**src/rtl/faims_ramp_ctrl.sv**
```systemverilog
// rtl/faims_ramp_ctrl.sv - FAIMS pulse/coil driver sequencer with soft ramp and host watchdog
//
// Purpose: latches host FAIMS settings and clamps them so that neither the pulse
// nor the coil work exceeds half the period. Coil work is ramped up and down in
// RAMP_STEP increments every DWELL cycles. The driver is re-synced when period or
// pulse changes while running. If the host stops kicking, coil work is ramped down.
//
// Ports:
//   CLK, i_nReset                    clock, asynchronous active-low reset
//   i_start, i_stop                  level start / stop requests
//   i_cfgValid, o_cfgReady           config write handshake (transfer on valid & ready)
//   i_cfgPeriod, i_cfgPulseLen,
//   i_cfgWork                        config payload: period, pulse length, target work
//   i_kick                           host watchdog kick
//   o_parFaimsPeriod,
//   o_parFaimsPulseLen, o_parWork    driver parameters (work is the ramped value)
//   o_faimsEnable, o_faimsReset      driver enable, driver re-sync (rising edge)
//   o_state                          IDLE=0 ARM=1 RAMP=2 RUN=3 DOWN=4
//   o_cfgErr, o_wdogTrip             sticky status: last write rejected, watchdog fired
module faims_ramp_ctrl #(
  parameter int MIN_PERIOD  = 100,
  parameter int RAMP_STEP   = 4,
  parameter int DWELL       = 1024,
  parameter int WDOG_CYCLES = 2**24
) (
  input  logic       CLK,
  input  logic       i_nReset,
  input  logic       i_start,
  input  logic       i_stop,
  input  logic       i_cfgValid,
  output logic       o_cfgReady,
  input  logic [9:0] i_cfgPeriod,
  input  logic [9:0] i_cfgPulseLen,
  input  logic [7:0] i_cfgWork,
  input  logic       i_kick,
  output logic [9:0] o_parFaimsPeriod,
  output logic [9:0] o_parFaimsPulseLen,
  output logic [7:0] o_parWork,
  output logic       o_faimsEnable,
  output logic       o_faimsReset,
  output logic [2:0] o_state,
  output logic       o_cfgErr,
  output logic       o_wdogTrip
);

  typedef enum logic [2:0] {
    IDLE = 3'd0,
    ARM  = 3'd1,
    RAMP = 3'd2,
    RUN  = 3'd3,
    DOWN = 3'd4
  } state_t;

  localparam int DW = $clog2(DWELL + 1);
  localparam int WW = (WDOG_CYCLES > 1) ? $clog2(WDOG_CYCLES + 1) : 1;
  localparam logic [DW-1:0] DWELL_LD = DW'(DWELL);
  localparam logic [DW-1:0] DW_ONE   = DW'(1);
  localparam logic [WW-1:0] WDOG_LD  = WW'(WDOG_CYCLES);
  localparam logic [WW-1:0] WW_ONE   = WW'(1);
  localparam logic [WW-1:0] WW_ZERO  = '0;
  localparam logic [8:0]    STEP9    = 9'(RAMP_STEP);
  localparam logic [9:0]    MINP     = 10'(MIN_PERIOD);
  localparam bit            WDOG_ON  = (WDOG_CYCLES != 0);

  state_t        state, stateNext;
  logic [9:0]    period, periodNext, pulse, pulseNext;
  logic [7:0]    target, targetNext, work, workNext;
  logic          enable, enableNext, faimsReset, faimsResetNext;
  logic          cfgErr, cfgErrNext, wdogTrip, wdogTripNext;
  logic          cfgReady, cfgReadyNext, armPhase, armPhaseNext;
  logic [DW-1:0] dwellCnt, dwellCntNext;
  logic [WW-1:0] wdogCnt, wdogCntNext;

  logic          xfer, cfgOk, dwellExp, wdogActive, wdogReload, wdogExp;
  logic [9:0]    halfPeriod, pulseClamp;
  logic [7:0]    targetClamp, tgtEff;

  // One ramp step from cur toward goal; 9-bit math so stepping past 255 or below 0 cannot wrap.
  function automatic logic [7:0] stepToward(input logic [7:0] cur, input logic [7:0] goal);
    logic [8:0] c9, g9;
    c9 = {1'b0, cur};
    g9 = {1'b0, goal};
    if (c9 < g9)
      stepToward = ((g9 - c9) <= STEP9) ? goal : cur + STEP9[7:0];
    else
      stepToward = ((c9 - g9) <= STEP9) ? goal : cur - STEP9[7:0];
  endfunction

  assign xfer        = i_cfgValid & cfgReady;
  assign cfgOk       = xfer & (i_cfgPeriod >= MINP);
  assign halfPeriod  = i_cfgPeriod >> 1;
  assign pulseClamp  = (i_cfgPulseLen > halfPeriod) ? halfPeriod : i_cfgPulseLen;
  // When halfPeriod wins the compare it is below i_cfgWork, so it fits in 8 bits.
  assign targetClamp = ({2'b00, i_cfgWork} > halfPeriod) ? halfPeriod[7:0] : i_cfgWork;
  // Decisions use the target being written this cycle so RUN/RAMP react without a bubble.
  assign tgtEff      = cfgOk ? targetClamp : target;
  assign dwellExp    = (dwellCnt == DW_ONE);
  assign wdogActive  = WDOG_ON && ((state == RAMP) || (state == RUN));
  assign wdogReload  = i_kick | cfgOk;
  assign wdogExp     = wdogActive & ~wdogReload & (wdogCnt == WW_ONE);

  always_ff @(posedge CLK or negedge i_nReset) begin
    if (!i_nReset) begin
      state      <= IDLE;
      period     <= 10'd1000;
      pulse      <= 10'd500;
      target     <= 8'd0;
      work       <= 8'd0;
      enable     <= 1'b0;
      faimsReset <= 1'b0;
      cfgErr     <= 1'b0;
      wdogTrip   <= 1'b0;
      cfgReady   <= 1'b1;
      armPhase   <= 1'b0;
      dwellCnt   <= DWELL_LD;
      wdogCnt    <= WDOG_LD;
    end else begin
      state      <= stateNext;
      period     <= periodNext;
      pulse      <= pulseNext;
      target     <= targetNext;
      work       <= workNext;
      enable     <= enableNext;
      faimsReset <= faimsResetNext;
      cfgErr     <= cfgErrNext;
      wdogTrip   <= wdogTripNext;
      cfgReady   <= cfgReadyNext;
      armPhase   <= armPhaseNext;
      dwellCnt   <= dwellCntNext;
      wdogCnt    <= wdogCntNext;
    end
  end

  always_comb begin
    stateNext      = state;
    periodNext     = period;
    pulseNext      = pulse;
    targetNext     = target;
    workNext       = work;
    enableNext     = enable;
    faimsResetNext = 1'b0;
    cfgErrNext     = cfgErr;
    wdogTripNext   = wdogTrip;
    armPhaseNext   = 1'b0;
    dwellCntNext   = dwellCnt;
    wdogCntNext    = wdogCnt;

    // A config transfer is stored whatever the state machine does this cycle.
    if (xfer) begin
      if (cfgOk) begin
        periodNext = i_cfgPeriod;
        pulseNext  = pulseClamp;
        targetNext = targetClamp;
        cfgErrNext = 1'b0;
      end else begin
        cfgErrNext = 1'b1;
      end
    end

    if (wdogReload)
      wdogCntNext = WDOG_LD;
    else if (wdogActive && (wdogCnt != WW_ZERO))
      wdogCntNext = wdogCnt - WW_ONE;
    if (wdogExp)
      wdogTripNext = 1'b1;

    case (state)
      IDLE: begin
        enableNext = 1'b0;
        workNext   = 8'd0;
        if (i_start && !i_stop) begin
          stateNext      = ARM;
          faimsResetNext = 1'b1;
          wdogTripNext   = 1'b0;
        end
      end
      ARM: begin
        if (i_stop) begin
          stateNext    = DOWN;
          dwellCntNext = DWELL_LD;
        end else if (!armPhase) begin
          armPhaseNext = 1'b1;
          enableNext   = 1'b1;
        end else begin
          stateNext    = RAMP;
          dwellCntNext = DWELL_LD;
          wdogCntNext  = WDOG_LD;
        end
      end
      RAMP: begin
        if (i_stop || wdogExp) begin
          stateNext    = DOWN;
          dwellCntNext = DWELL_LD;
        end else begin
          if (dwellExp) begin
            workNext     = stepToward(work, tgtEff);
            dwellCntNext = DWELL_LD;
          end else begin
            dwellCntNext = dwellCnt - DW_ONE;
          end
          if (workNext == tgtEff)
            stateNext = RUN;
        end
      end
      RUN: begin
        if (i_stop || wdogExp) begin
          stateNext    = DOWN;
          dwellCntNext = DWELL_LD;
        end else begin
          if (cfgOk && ((i_cfgPeriod != period) || (pulseClamp != pulse)))
            faimsResetNext = 1'b1;
          if (tgtEff != work) begin
            stateNext    = RAMP;
            dwellCntNext = DWELL_LD;
          end
        end
      end
      DOWN: begin
        if (work == 8'd0) begin
          enableNext = 1'b0;
          stateNext  = IDLE;
        end else if (dwellExp) begin
          workNext     = stepToward(work, 8'd0);
          dwellCntNext = DWELL_LD;
        end else begin
          dwellCntNext = dwellCnt - DW_ONE;
        end
      end
      default: stateNext = IDLE;
    endcase

    cfgReadyNext = !((stateNext == ARM) || (stateNext == DOWN));
  end

  assign o_cfgReady         = cfgReady;
  assign o_parFaimsPeriod   = period;
  assign o_parFaimsPulseLen = pulse;
  assign o_parWork          = work;
  assign o_faimsEnable      = enable;
  assign o_faimsReset       = faimsReset;
  assign o_state            = state;
  assign o_cfgErr           = cfgErr;
  assign o_wdogTrip         = wdogTrip;

endmodule
```
**config.mk**
```make
export PLATFORM = sky130hd
export DESIGN_NAME = faims_ramp_ctrl
export DESIGN_NICKNAME = d
export VERILOG_FILES = /design/src/rtl/faims_ramp_ctrl.sv
export SDC_FILE = /design/constraint.sdc
export NUM_CORES = 1
export LEC_CHECK = 0
export CORE_ASPECT_RATIO = 2
export CORE_MARGIN = 2
export CORE_UTILIZATION = 58
export DETAILED_ROUTE_END_ITERATION = 6
export GPL_ROUTABILITY_DRIVEN = 0
export HOLD_SLACK_MARGIN = 0.15
export PLACE_DENSITY = 0.9
export SETUP_SLACK_MARGIN = 0.5
export SYNTH_ARGS = -nofsm -noshare
export SYNTH_HDL_FRONTEND = slang
export SYNTH_SLANG_ARGS = --single-unit
```
**constraint.sdc**
```tcl
create_clock -name CLK -period 5.8 [get_ports CLK]
set_clock_uncertainty 0.15 [all_clocks]
set_input_delay 1.16 -clock CLK [delete_from_list [all_inputs] [get_ports CLK]]
set_output_delay 1.16 -clock CLK [all_outputs]
set_load 0.05 [all_outputs]
```
==> flow_summary.ini <==
[clock_network]
cts_hold_buf = 0
clk-insertion-delay-late_ps = 360
clock-sinks = 81
cts.clk_slew.worst_paths_ps = 70
cts_buffers = 9
cts_buffer_depth = 2
cts_root_buf = clkbuf_16
cts_tree = yes
htreeDepth = 3

[place]
io_buffers = 69
dp.final_hpwl_um = 14900
place_inst = 971

[global_route]
grt_overflow_total = 0
grt_max_degree = 82
grt_first_pass_wirelength_um = 38800
grt_pass1_vias = 7298
antenna_found_initial = 0
grt_usage_pct = 43.9

[critical_path]
path_class = in -> reg
cp-start-kind = primary input
worst_setup_path_end_kind = flop
worstPathArrival_ps = 5660
critPathMaxFanout = 5
required_ps = 5940

[status]
outcome = complete, but fails checks
violations = design-rule violations

[power_and_ir_drop]
p_total_mw = 3.35
ir_drop_mv = 0.446
p_leak_nw = 3.64
power_density_mw_per_mm2 = 396

[final_layout]
area.growth.synth_to_final_pct = 36.1
final_cells = 1012
layout-drive-gt1-share_pct = 29.3
fin_nets = 945
antenna_cells = 0

[timing]
post-route-period-util_pct = 95.2
final.setup.tns_ps = 0
slew-limit-headroom_pct = 29.5
setup_viol = 0
hold_viol = 0
tightest_slew_ps = 1050
clock.fmax_mhz = 181
rsz0062_at_grt = true
min_period_ps = 5520
slew_violations = 0

[die]
die_w_um = 77.2
rows = 53
io_pins = 70
die_h_um = 150
die_area_mm2 = 0.0116
initial_core_util_pct = 59.3
core_mm2 = 0.0105

[yosys]
ys_ff_latch = 81
synth_warnings = 0
synthFlopType = dfrtp_1
synth_nets = 795
syn_avg_cell_area_um2 = 8.62
synth_area_mm2 = 0.00621
ys_seq_area_share_pct = 32.9
yosysUniqueCellTypes = 81
synth_enable_flop_cells = 0
ys_async_sr_fraction_pct = 100
synth_cells = 720

[route]
vias_per_cell = 7.29
wl_per_cell_um = 27.1
drt-initial-drc-count = 1091
ant_nets = 0
first_pass_iters = 7
drc = 37
drt-total-wl_um = 27400
vias = 7379

[job]
cap_viol_max_count = 0

[worst_hold_path]
min_path_type = reg -> reg
[Yosys cell counts (8+ instances only)]
cell      number  area share (%)
dfstp_2       15             6.3
dfrtp_1       66              27
o21ai_0       47             3.8
xor2_1        13             1.8
nor3_1        14             1.1
a21oi_1       56             4.5
inv_1         43             2.6
ha_1          41             8.3
clkbuf_1      13            0.79
xnor2_1       39             5.5
nor2_1        77             4.7
o21a_1         9             1.1
mux2i_1       23             3.7
nand2_1       60             3.6
nor4_1        14             1.4
nand3_1       16             1.3
a21o_1         8            0.97
[sequential cells by signal, summed over array words and instances, names as in the netlist]
name                cells
wdogCnt                25
o_cfgErr                1
target                  8
o_parFaimsPulseLen     10
o_state                 3
o_parWork               8
o_faimsEnable           1
o_faimsReset            1
o_wdogTrip              1
dwellCnt               11
armPhase                1
o_parFaimsPeriod       10
o_cfgReady              1
[critical path, stage by stage]
cell,delay [ps]
dlygate4sd2_1,330
o311ai_2,400
buf_4,230
o21ai_4,110
buf_4,190
o22ai_1,370
mux2i_4,160
ha_4,330
nand3_2,110
a211oi_4,300
o31a_1,220
a21oi_1,60
a2111o_1,390
buf_6,160
o31a_1,370
o21ai_2,200
o311a_1,230
nand4_1,120
a21o_1,210
[kinds of logic (layout without fill, tap and decap cells)]
| kind of cell | after synthesis | count (layout) | share of synthesized area (%) |
|---|---|---|---|
| flops | 81 | 81 | 32.9 |
| xor+xnor | 52 | 52 | 7.33 |
| compound gates | 196 | 196 | 21.1 |
| mux | 29 | 29 | 4.80 |
| buf+inv | 70 | 225 | 4.67 |
| simple gates | 251 | 251 | 20.9 |
| fa+ha+maj | 41 | 41 | 8.26 |
[cell usage in the layout (no fill, tap or decap), types with 8 or more instances in the layout]
cell type and instances:
buf_4 91, nor2_1 71, dfrtp_1 66, nand2_1 57, a21oi_1 50, clkdlybuf4s50_1 50, xnor2_1 38, o21ai_0 37
inv_1 35, ha_1 28, dfstp_2 15, nor3_1 14, nor4_1 14, nand3_1 14, mux2i_1 14, xor2_1 13
clkbuf_2 12, ha_4 11, clkbuf_16 9, inv_2 8, o21ai_1 8, mux2i_4 8, a21o_1 8
[path summary, 6_finish.rpt]
path	endpoint	cells after the start	startpoint	slack, ps
worst max-delay path	o_cfgReady$_DFF_PN1_	19	i_cfgPeriod[9]	280
worst min-delay path	dwellCnt[9]$_DFFE_PN0P_	2	dwellCnt[9]$_DFFE_PN0P_	340
worst max register to register	o_cfgReady$_DFF_PN1_	16	o_cfgReady$_DFF_PN1_	960
worst min register to register	dwellCnt[9]$_DFFE_PN0P_	2	dwellCnt[9]$_DFFE_PN0P_	340
max in group asynchronous	o_parFaimsPeriod[2]$_DFFE_PN0P_	1	i_nReset	3980
min in group asynchronous	o_wdogTrip$_DFF_PN0_	1	i_nReset	810
[area by class of cell]
| class | instances | area (µm²) |
|---|---|---|
| Tap cell | 137 | 171 |
| Timing Repair Buffer | 165 | 1370 |
| Multi-Input combinational cell | 569 | 4400 |
| Inverter | 44 | 168 |
| Sequential cell | 81 | 2050 |
| Clock buffer | 11 | 243 |
| Fill cell | 576 | 2030 |
| Clock inverter | 5 | 61.3 |
[routing by layer]
layer  vias to the layer above  global-route usage (%)  wire length [µm]
li1                       2882                       -                 -
met1                      3392                    44.0              8240
met3                       323                    12.2              2960
met5                         -                       0                 0
met4                         0                    37.7              3190
met2                       782                    74.0             13000
[timing repair]
action                                  4_1_cts  5_1_grt
pin swaps                                    29       34
endpoints found under the setup margin       18       10
gates resized for setup                      74       84
buffers inserted                             11       14
[power by group]
group / internal [mW] / total [mW] / switching (mW)
Combinational: 0.727 / 1.86 / 1.13
Sequential: 0.715 / 0.878 / 0.163
Clock: 0.349 / 0.611 / 0.262
[stage by stage]
stage / cell area, µm² / util, % / setup WS (ps) / hold slack, ps
global placement: 7560 / 72.1 / -151 / 317
detailed placement: 7560 / 72.1 / -458 / 330
global route: 8450 / 80.7 / 109 / 363
CTS: 8170 / 77.9 / 497 / 345
floorplan: 6290 / - / 503 / 306
finish: 8450 / 80.7 / 279 / 342
Power figures use the tool's default switching activity.
